File: config.mk
export PLATFORM = sky130hd
export DESIGN_NAME = pwm_timer_core_flat
export DESIGN_NICKNAME = d
export VERILOG_FILES = /design/src/rtl/pwm_timer_core_if.sv /design/src/rtl/pwm_timer_core.sv /design/src/flat_wrapper.sv
export SDC_FILE = /design/constraint.sdc
export NUM_CORES = 1
export LEC_CHECK = 0
export BUFFER_PORTS_ARGS = -buffer_cell sky130_fd_sc_hd__buf_2
export CAP_MARGIN = 20
export CORE_UTILIZATION = 50
export CTS_CLUSTER_SIZE = 24
export DETAILED_ROUTE_END_ITERATION = 8
export PLACE_DENSITY_LB_ADDON = 0.3
export SYNTH_ARGS = -nofsm -noshare
export SYNTH_HDL_FRONTEND = slang
export SYNTH_SLANG_ARGS = --single-unit
File: constraint.sdc
create_clock -name PCLK -period 2.1 [get_ports PCLK]
set_clock_uncertainty 0.05 [all_clocks]
set_input_delay 0 -clock PCLK [delete_from_list [all_inputs] [get_ports PCLK]]
set_output_delay 0 -clock PCLK [all_outputs]
set_load 0.1 [all_outputs]
File: src/rtl/pwm_timer_core_if.sv
// Register-field bundle between the PWM register slave and the timer core.
// The register side drives the configuration; the core returns the waveform and status.
interface pwm_timer_core_if #(
  parameter int unsigned CNT_W = 16,
  parameter int unsigned PSC_W = 5
);
  logic [CNT_W-1:0] pr_in;
  logic [CNT_W-1:0] duty_cycle_in;
  logic [PSC_W-1:0] prescale_value;
  logic             en_prescalar;
  logic             EN_TMR;
  logic             soft_rst;
  logic             pwm_out;
  logic             period_tick;
  logic [CNT_W-1:0] cnt_out;

  modport master (
    output pr_in, duty_cycle_in, prescale_value, en_prescalar, EN_TMR, soft_rst,
    input  pwm_out, period_tick, cnt_out
  );

  modport slave (
    input  pr_in, duty_cycle_in, prescale_value, en_prescalar, EN_TMR, soft_rst,
    output pwm_out, period_tick, cnt_out
  );
endinterface

File: src/rtl/pwm_timer_core.sv
// PWM timer: prescaler, up-counter and registered compare output.
// Period, duty and prescale are shadowed so software writes only land at a period wrap.
module pwm_timer_core #(
  parameter int unsigned CNT_W = 16,
  parameter int unsigned PSC_W = 5
) (
  input  logic              PCLK,
  input  logic              PRESETn,
  pwm_timer_core_if.slave   bus
);

  logic [CNT_W-1:0] pr_sh;
  logic [CNT_W-1:0] duty_sh;
  logic [PSC_W-1:0] psc_sh;
  logic [PSC_W-1:0] psc_cnt;
  logic [CNT_W-1:0] cnt;
  logic             pwm_q;
  logic             tick_q;

  logic             run_c;
  logic             tick_c;
  logic             wrap_c;
  logic             load_c;
  logic [PSC_W-1:0] psc_nxt_c;
  logic [CNT_W-1:0] cnt_nxt_c;
  logic             pwm_nxt_c;

  // Next-state logic for prescaler, counter, shadows and compare.
  always_comb begin
    run_c     = bus.EN_TMR & ~bus.soft_rst;
    tick_c    = bus.en_prescalar ? (psc_cnt == psc_sh) : 1'b1;
    wrap_c    = run_c & tick_c & (cnt == pr_sh);
    load_c    = ~run_c | wrap_c;
    psc_nxt_c = '0;
    cnt_nxt_c = cnt;
    pwm_nxt_c = run_c & (cnt < duty_sh);

    // Prescaler only free-runs while enabled and running; any tick restarts it.
    if (run_c && bus.en_prescalar && !tick_c) begin
      psc_nxt_c = psc_cnt + PSC_W'(1);
    end

    if (!run_c || wrap_c) begin
      cnt_nxt_c = '0;
    end else if (tick_c) begin
      cnt_nxt_c = cnt + CNT_W'(1);
    end
  end

  // State and output registers.
  always_ff @(posedge PCLK or negedge PRESETn) begin
    if (!PRESETn) begin
      pr_sh   <= '0;
      duty_sh <= '0;
      psc_sh  <= '0;
      psc_cnt <= '0;
      cnt     <= '0;
      pwm_q   <= 1'b0;
      tick_q  <= 1'b0;
    end else begin
      psc_cnt <= psc_nxt_c;
      cnt     <= cnt_nxt_c;
      pwm_q   <= pwm_nxt_c;
      tick_q  <= wrap_c;
      if (load_c) begin
        pr_sh   <= bus.pr_in;
        duty_sh <= bus.duty_cycle_in;
        psc_sh  <= bus.prescale_value;
      end
    end
  end

  assign bus.cnt_out     = cnt;
  assign bus.pwm_out     = pwm_q;
  assign bus.period_tick = tick_q;

endmodule

File: src/flat_wrapper.sv
// flat-port wrapper written by rule: the top's interface ports become plain ports
module pwm_timer_core_flat 
#(
  parameter int unsigned CNT_W = 16,
  parameter int unsigned PSC_W = 5
)
  (PCLK, PRESETn, bus_pr_in, bus_duty_cycle_in, bus_prescale_value, bus_en_prescalar, bus_EN_TMR, bus_soft_rst, bus_pwm_out, bus_period_tick, bus_cnt_out);
  pwm_timer_core_if #(.CNT_W(CNT_W), .PSC_W(PSC_W)) bus_i ();
  input  logic PCLK;
  input  logic PRESETn;
  input wire logic [$bits(bus_i.pr_in)-1:0] bus_pr_in;
  input wire logic [$bits(bus_i.duty_cycle_in)-1:0] bus_duty_cycle_in;
  input wire logic [$bits(bus_i.prescale_value)-1:0] bus_prescale_value;
  input wire logic [$bits(bus_i.en_prescalar)-1:0] bus_en_prescalar;
  input wire logic [$bits(bus_i.EN_TMR)-1:0] bus_EN_TMR;
  input wire logic [$bits(bus_i.soft_rst)-1:0] bus_soft_rst;
  output wire logic [$bits(bus_i.pwm_out)-1:0] bus_pwm_out;
  output wire logic [$bits(bus_i.period_tick)-1:0] bus_period_tick;
  output wire logic [$bits(bus_i.cnt_out)-1:0] bus_cnt_out;
  assign bus_i.pr_in = bus_pr_in;
  assign bus_i.duty_cycle_in = bus_duty_cycle_in;
  assign bus_i.prescale_value = bus_prescale_value;
  assign bus_i.en_prescalar = bus_en_prescalar;
  assign bus_i.EN_TMR = bus_EN_TMR;
  assign bus_i.soft_rst = bus_soft_rst;
  assign bus_pwm_out = bus_i.pwm_out;
  assign bus_period_tick = bus_i.period_tick;
  assign bus_cnt_out = bus_i.cnt_out;
  pwm_timer_core #(.CNT_W(CNT_W), .PSC_W(PSC_W)) u_core (.PCLK(PCLK), .PRESETn(PRESETn), .bus(bus_i));
endmodule
==> metrics, run 1 <==
outcome=complete, but fails checks; violated checks=setup timing; Port Buffers=59; M2 GR Usage=0.428; NetSw=slightly below 0.0007 W; final slew viol count=0; register area=1560 µm²; routed wire length=about 7.7 mm; Seq/Total Area, Yosys=0.470; Fill cells=435; Remaining Overflow, GRT=0; GPL Wtd Cong=roughly 0.86; Net Sw Frac=0.248; worst skew pair latency=0.34 ns; Max Clock Freq=446 MHz; Post-synth EDFFs=0; TNS Setup=-3.37 ns; Critical Path End Type=flop; crit-path cells=xor2_1 -> nor4_2 -> nand4_1 -> a21oi_4 -> buf_12 -> mux2_1; final setup fails=37; clock buffer count from CTS=9; critical path class=flop to flop; Post-Synthesis Cells=284; Starting Density=0.530; crit path launch type=flop; clock share of power=0.391; Util after Layout=0.735; CP max stage delay=0.48 ns; Static Leak=2.10 nW; via count=2627; Yosys cell types=42; pre-CTS WS=-0.229 ns; CP max FO=30; Final min period=between 2 and 2.5 ns; RSZ-0062 raised after global routing=true; hold slack=~0.023 ns; Area growth syn-to-layout=38.7%; max cap viols=0; slowest CP cell=dfrtp_4; Final ANT Viol Nets=0; worst rel slew slack=0.672; Syn. warnings=0; Pwr Density=around 630 nW/µm²; die width=81.9 µm; Synth Flop Type=dfrtp_1; die area=6710 µm²; Reg power frac=0.464; largest net degree at the start of global routing=31; Rows=28; post-synthesis register bit count=60; initial antenna violation count=0; Pre-antenna DRT Iters=5; Comb pwr share=0.145; post-layout net count=473; CTS H-tree lvls=3; hold crit path type=primary input to flop; initial drt markers=126; Multi-input gate area=~1600 µm²; period utilisation layout=1.07; met1 GRT Util=0.335; ys async rst share=1.00; busiest grt layer=met2; Avg Inst Size Synth=11.3 µm²; number of inserted diodes=0; Top Ports=60; register-to-register setup slack=-0.14 ns; syn_nets=about 340; wire per inst=15.6 µm; first-pass GRT wire length=12.7 mm; total track usage=0.259; Max VDD drop=around 0.52 mV; Crit path required time=2.27 ns; Synth Cell Area=3200 µm²; post-DR vias/cell=5.32; met3 Track Usage GR=0.0422; CP arrival=2.41 ns; final hold viol count=0; vias in the first global route=2698; Final WS setup=-0.143 ns; Post-CTS Setup Repair Bufs=0; Slew @ Worst Pin=roughly 0.5 ns; share of layout cells above drive strength 1=0.315; CTS Root Cell=clkbuf_8; Die Span Y=81.9 µm; Pint=roughly 0.0021 W; dpl hpwl=roughly 5.3 mm; # DRC=0; # clock sinks=60; Worst-path clk slew=0.07 ns; Core ar.=6030 µm²; TritonCTS clock tree=yes; clock tree buffer depth=2
## registers in the layout (all words and copies together), names as in the netlist
signal,cells
u_core.pr_sh,16
u_core.psc_sh,5
u_core.bus.pwm_out,1
u_core.psc_cnt,5
u_core.bus.period_tick,1
u_core.duty_sh,16
u_core.bus.cnt_out,16
## critical path: cells and delay by family, from the launching register on
family	cells	cell delay, ns
buf+inv	1	0.23
compound gates	1	0.23
simple gates	2	0.59
mux	1	0.37
flops	1	0.48
xor+xnor	1	0.15
## cell type report
cell class | count | area share
Inverter | 21 | 0.0178
Sequential cell | 60 | 0.351
Tap cell | 75 | 0.0212
Multi-Input combinational cell | 196 | 0.358
Clock buffer | 15 | 0.0398
Clock inverter | 1 | 0.00678
Timing Repair Buffer | 126 | 0.205
## timing repair
item | in CTS | in global routing
pin swaps | 1 | 0
resized for setup | 3 | 1
hold endpoints to repair | 55 | 1
hold buffers | 37 | 1
setup endpoints to repair | 39 | 41
## power by group through the flow
stage | Combinational, W | Sequential [W] | Clock, W
floorplan | 0.000210 | 0.00131 | 0
global placement | 0.000327 | 0.00131 | 0
detailed placement | 0.000341 | 0.00131 | 0
CTS | 0.000402 | 0.00129 | 0.00111
global route | 0.000444 | 0.00130 | 0.00116
finish | 0.000404 | 0.00129 | 0.00109
## cells in the mapped netlist, types with 2 or more instances
master	n	area [µm²]
a211oi_1	2	15.0
a21boi_0	2	15.0
a21o_1	5	37.5
a21oi_1	14	70.1
a31oi_1	3	18.8
a32oi_1	4	35.0
and2_1	3	18.8
buf_6	4	45.0
clkbuf_1	3	11.3
dfrtp_1	60	1500
ha_1	17	213
inv_1	21	78.8
mux2_1	33	372
mux2_2	4	45.0
nand2_1	12	45.0
nand2b_1	3	18.8
nand3_1	11	55.1
nand4_1	6	37.5
nor2_1	9	33.8
nor3_1	4	20.0
nor4_1	4	25.0
o21ai_0	7	35.0
o31ai_1	6	45.0
or2_2	2	12.5
or3_1	5	31.3
xnor2_1	4	35.0
xor2_1	21	184
## through the flow
stage,std cells,total power (W),cell area (µm²)
after global routing,494,0.00290,4430
after floorplan,284,0.00152,3260
after detailed placement,440,0.00165,3820
after global placement,440,0.00164,3820
after CTS,493,0.00280,4420
final,494,0.00279,4430
## per-layer routing
layer	wire, µm	vias to the layer above
met1	3520	1262
met3	295	15
met2	3760	71
met4	156	0
met5	0	-
li1	-	1279
## cell usage in the layout, fill, tap and decap left out, types with 7 or more instances in the layout
cell type	count
buf_2	59
dfrtp_1	44
dlygate4sd3_1	38
mux2_1	29
buf_4	27
inv_1	21
xor2_1	21
ha_1	17
a21oi_1	14
dfrtp_4	14
nand2_1	12
clkbuf_8	12
nand3_1	11
nor2_1	9
o21ai_0	7
## kinds of logic after synthesis
family                   share of synthesized area
buffers and inverters                       0.0423
multiplexers                                 0.134
flip-flops                                   0.470
adder cells (fa/ha/maj)                     0.0666
AO/OA/AOI/OAI                                0.112
XOR/XNOR                                    0.0685
AND/OR/NAND/NOR                              0.107
## final timing paths
kind | start | to | cells after the start
max | u_core.bus.cnt_out[7] | u_core.duty_sh[10] | 6
min | bus_en_prescalar | u_core.bus.cnt_out[0] | 4
max reg2reg | u_core.bus.cnt_out[7] | u_core.duty_sh[10] | 6
min reg2reg | u_core.duty_sh[6] | u_core.duty_sh[6] | 1
max in group asynchronous | PRESETn | u_core.bus.cnt_out[14] | 3
min in group asynchronous | PRESETn | u_core.pr_sh[3] | 2
Power figures use the tool's default switching activity.
==> inputs of run 2 (changes only) <==
Settings changed: PLACE_DENSITY set to 0.83, PLACE_DENSITY_LB_ADDON 0.3 to unset.
==> run 2 against run 1 <==
Effect of this change:
- the flow still finishes with violations (setup timing)
- global-route usage grew 1.3 points
- power rose by 6.4%
- final area is 0.85% higher
- clock-buffer cell count decreased by 4
- die area unchanged
- register-to-register slack better by 0.04 ns
==> metrics, run 2 (synthesis results as in run 1) <==
Core ar.=about 6000 µm²; clock tree buffer depth=2; Crit path required time=2.28 ns; RR Endpoint=u_core.pr_sh[14]; hold crit path type=primary input to flop; # DRC=0; CP arrival=2.39 ns; Worst-path clk slew=0.07 ns; pre-CTS WS=-0.138 ns; total track usage=0.272; number of inserted diodes=0; # clock sinks=60; Post-CTS Setup Repair Bufs=0; DP Cell Count=~440; vias in the first global route=roughly 2800; share of layout cells above drive strength 1=0.323; Starting Density=0.530; crit path launch type=flop; Static Leak=2.12 nW; CP max stage delay=0.50 ns; Hold Path Origin=bus_en_prescalar; largest net degree at the start of global routing=40; Final WS setup=-0.103 ns; outcome=complete, but fails checks; first-pass GRT wire length=13.3 mm; TritonCTS clock tree=yes; Top Ports=60; Area growth syn-to-layout=39.9%; Pre-antenna DRT Iters=4; initial antenna violation count=0; period utilisation layout=1.05; dpl hpwl=5.45 mm; crit-path cells=xor2_2 -> nor4_2 -> nand4_1 -> a21oi_4 -> buf_12 -> mux2_2; RSZ-0062 raised after global routing=true; post-DR vias/cell=5.62; Worst Hold Path Cells=4; CP bufs+invs=1; post-layout net count=472; Port Buffers=59; cell family with most CP delay=simple AND/OR/NAND/NOR gates; final slew viol count=0; Hold Path End=u_core.bus.cnt_out[1]; Final min period=2.20 ns; via count=~2800; R2R cell count=6; die area=6710 µm²; routed wire length=8.37 mm; Rows=28; Die Span Y=81.9 µm; GPL Wtd Cong=0.830; slowest CP cell=dfrtp_4; clock buffer count from CTS=9; final hold viol count=0; wire per inst=about 17 µm; Critical Path End Type=flop; worst skew pair latency=0.35 ns; critical path class=flop to flop; worst rel slew slack=0.430; Final ANT Viol Nets=0; Max VDD drop=0.645 mV; Slew @ Worst Pin=0.855 ns; CP max FO=27; most common cell after layout, fill and taps aside=buf_2; Post-Layout Cell Count=493; RR Startpoint=u_core.bus.cnt_out[9]; max cap viols=0; CTS Root Cell=clkbuf_8; violated checks=setup timing; Pwr Density=663 nW/µm²; initial drt markers=245; register-to-register setup slack=-0.10 ns; CTS H-tree lvls=3; hold slack=slightly above 0.04 ns; Remaining Overflow, GRT=0; Max Clock Freq=454 MHz; final setup fails=37; die width=81.9 µm; most frequent cells in the layout=buf_2, dfrtp_1, dlygate4sd3_1
==> run 2: how the worst max path moves through the flow <==
stage | depth (start not counted) | start | endpoint
3_3_place_gp | 6 | u_core.bus.cnt_out[7] | u_core.pr_sh[7]
2_1_floorplan | 6 | u_core.bus.cnt_out[7] | u_core.duty_sh[10]
5_1_grt | 6 | u_core.bus.cnt_out[9] | u_core.duty_sh[10]
4_1_cts | 6 | u_core.bus.cnt_out[9] | u_core.duty_sh[15]
6_report | 6 | u_core.bus.cnt_out[9] | u_core.pr_sh[14]
3_5_place_dp | 6 | u_core.bus.cnt_out[2] | u_core.pr_sh[3]
==> run 2: final cells by class <==
class                           instances  area [µm²]
Clock buffer                           11         131
Clock inverter                          5         100
Fill cell                             397        1560
Inverter                               21        78.8
Multi-Input combinational cell        196        1610
Sequential cell                        60        1560
Tap cell                               75        93.8
Timing Repair Buffer                  125         902
==> run 2: per-stage QoR <==
step,util,TNS [ns],area [µm²],total power (W)
after floorplan,-,-7.01,3260,0.00152
after global placement,0.634,-0.440,3820,0.00163
after detailed placement,0.634,-3.68,3820,0.00165
after CTS,0.738,-2.53,4450,0.00296
after global routing,0.742,-4.96,4470,0.00308
final,0.742,-2.62,4470,0.00296
==> run 2: what timing repair did <==
action	in CTS	in global routing
endpoints found under the setup margin	37	39
endpoints found under the hold margin	74	0
hold buffers	38	0
resized for setup	4	3
pin swaps	1	1
==> run 2: routing by layer <==
metal  routed length [µm]  GRT usage
met5                    0          0
met4                  209      0.144
met3                  443     0.0544
met2                 4230      0.461
met1                 3490      0.322
==> run 2: worst reg2reg max path, cell delays in order (launching register included) <==
cell     delay (ns)
dfrtp_4        0.50
xor2_2         0.17
nor4_2         0.30
nand4_1        0.24
a21oi_4        0.25
buf_12         0.22
mux2_2         0.37
==> run 2: where the power goes <==
part           total, W  internal, W  leakage (nW)  switching [W]
registers       0.00129      0.00124         0.719      0.0000553
clock network   0.00125     0.000785         0.117       0.000469
logic          0.000419     0.000215          1.28       0.000204
==> inputs of run 3 (changes only) <==
Settings changed: PLACE_DENSITY 0.83 to 0.85.
==> run 3 against run 2 <==
Effect of this change:
- clock-buffer cell count is 4 higher
- flip-flop and latch count did not move
- non-clock buffer count is 5 higher
- core utilization decreased by 0.23 points
- first-iteration DRC count fell by 3.3%
- final area decreased by 0.31%
- combinational power down 2%
- power down 7.2%
- the run still ends with setup timing left
- critical endpoint is now u_core.pr_sh[9]
- via count decreased by 1.1%
- hold slack worse by 0.022 ns
- critical path type unchanged
- clock power down 16%
- sequential power barely moved
==> metrics, run 3 (synthesis results as in run 1) <==
largest net degree at the start of global routing=40; Pwr Density=617 nW/µm²; post-route cell area=4460 µm²; CP arrival=2.35 ns; TNS Setup=-2.53 ns; Crit path required time=2.27 ns; CTS H-tree lvls=3; highest layer used for signal routing=met4; placed cell area=3840 µm²; Core ar.=roughly 6000 µm²; total track usage=0.261; most common cell after layout, fill and taps aside=buf_2; Top Ports=60; Multi-input gate area=1600 µm²; CP max FO=13; Starting Density=0.530; initial antenna violation count=0; Fill cells=408; max cap viols=0; die width=81.9 µm; TritonCTS clock tree=yes; Port Buffers=between 50 and 60; Critical Path End Type=flop; period utilisation layout=1.04; Worst-path clk slew=0.06 ns; violated checks=setup timing; Rows=28; GPL Wtd Cong=0.881; outcome=complete, but fails checks; # DRC=0; Pwr Total=0.00275 W; Max VDD drop=0.486 mV; DR WL met3=459 µm; RSZ-0062 raised after global routing=true; clock tree buffer depth=2; register area=1560 µm²; first-pass GRT wire length=roughly 13 mm; share of layout cells above drive strength 1=0.324; worst skew pair latency=about 0.34 ns; Area growth syn-to-layout=39.4%; Remaining Overflow, GRT=0; most frequent cells in the layout=buf_2, dfrtp_1, dlygate4sd3_1; Static Leak=2.11 nW; Post-Layout Cell Count=498; Final ANT Viol Nets=0; # clock sinks=60; dpl hpwl=5.43 mm; Pre-antenna DRT Iters=4; metal2 WL=between 3 and 4 mm; DP Cell Count=~440; final slew viol count=0; worst rel slew slack=0.411; critical path class=flop to flop; vias in the first global route=approximately 2800; post-layout net count=477; wire per inst=15.7 µm; pre-CTS WS=-0.184 ns; die area=around 6700 µm²; routed wire length=7.84 mm; clock buffer count from CTS=9; hold crit path type=primary input to flop; crit path launch type=flop; WL met1=3.28 mm; CTS Root Cell=clkbuf_8; Max Clock Freq=around 460 MHz; Slew @ Worst Pin=0.883 ns; via count=2740; number of inserted diodes=0; initial drt markers=between 200 and 250; Final min period=approximately 2.2 ns; post-DR vias/cell=5.50; register-to-register setup slack=-0.08 ns; Die Span Y=81.9 µm; Final WS setup=-0.0828 ns; final setup fails=37; final hold viol count=0
[run 3: cell type report]
cell class	instances	area share
Timing Repair Buffer	130	0.210
Clock buffer	15	0.0373
Sequential cell	60	0.349
Multi-Input combinational cell	196	0.358
Clock inverter	1	0.00674
Inverter	21	0.0177
Tap cell	75	0.0211
[run 3: repair_timing]
action | CTS | global route
hold buffers | 38 | 0
resized for setup | 4 | 4
hold endpoints to repair | 74 | 0
setup buffers | 0 | 0
pin swaps | 0 | 1
endpoints found under the setup margin | 44 | 45
[run 3: worst max-delay path, stage by stage, from the launching register on]
cell and delay [ns]:
dfrtp_4 0.47, xor2_1 0.14, nor4_1 0.31, buf_4 0.16, nand4_1 0.14, a21oi_4 0.24, buf_6 0.21, mux2_1 0.34
[run 3: path summary, 6_finish.rpt]
kind,end,cells past startpoint,startpoint
worst max-delay path,u_core.pr_sh[9],7,u_core.bus.cnt_out[2]
worst min-delay path,u_core.bus.cnt_out[0],3,bus_EN_TMR
worst max register to register,u_core.pr_sh[9],7,u_core.bus.cnt_out[2]
worst min register to register,u_core.duty_sh[13],1,u_core.duty_sh[13]
max in group asynchronous,u_core.duty_sh[6],3,PRESETn
min in group asynchronous,u_core.psc_sh[1],2,PRESETn
[run 3: report_power, final]
part	switching [W]	internal, W	leakage [nW]
clock network	0.000431	0.000615	0.0979
registers	0.0000540	0.00124	0.719
logic	0.000195	0.000217	1.30
[run 3: per-stage QoR]
| step | util | hold slack, ns |
|---|---|---|
| 2_1_floorplan | - | -0.346 |
| 3_3_place_gp | 0.638 | 0.105 |
| 3_5_place_dp | 0.638 | 0.107 |
| 4_1_cts | 0.736 | 0.00429 |
| 5_1_grt | 0.739 | 0.0257 |
| 6_report | 0.739 | 0.0194 |
[run 3: per-layer routing]
| metal | GRT usage | vias up |
|---|---|---|
| met2 | 0.433 | 107 |
| met1 | 0.314 | 1328 |
| met5 | 0 | - |
| met3 | 0.0656 | 17 |
| met4 | 0.130 | 0 |
| li1 | - | 1288 |
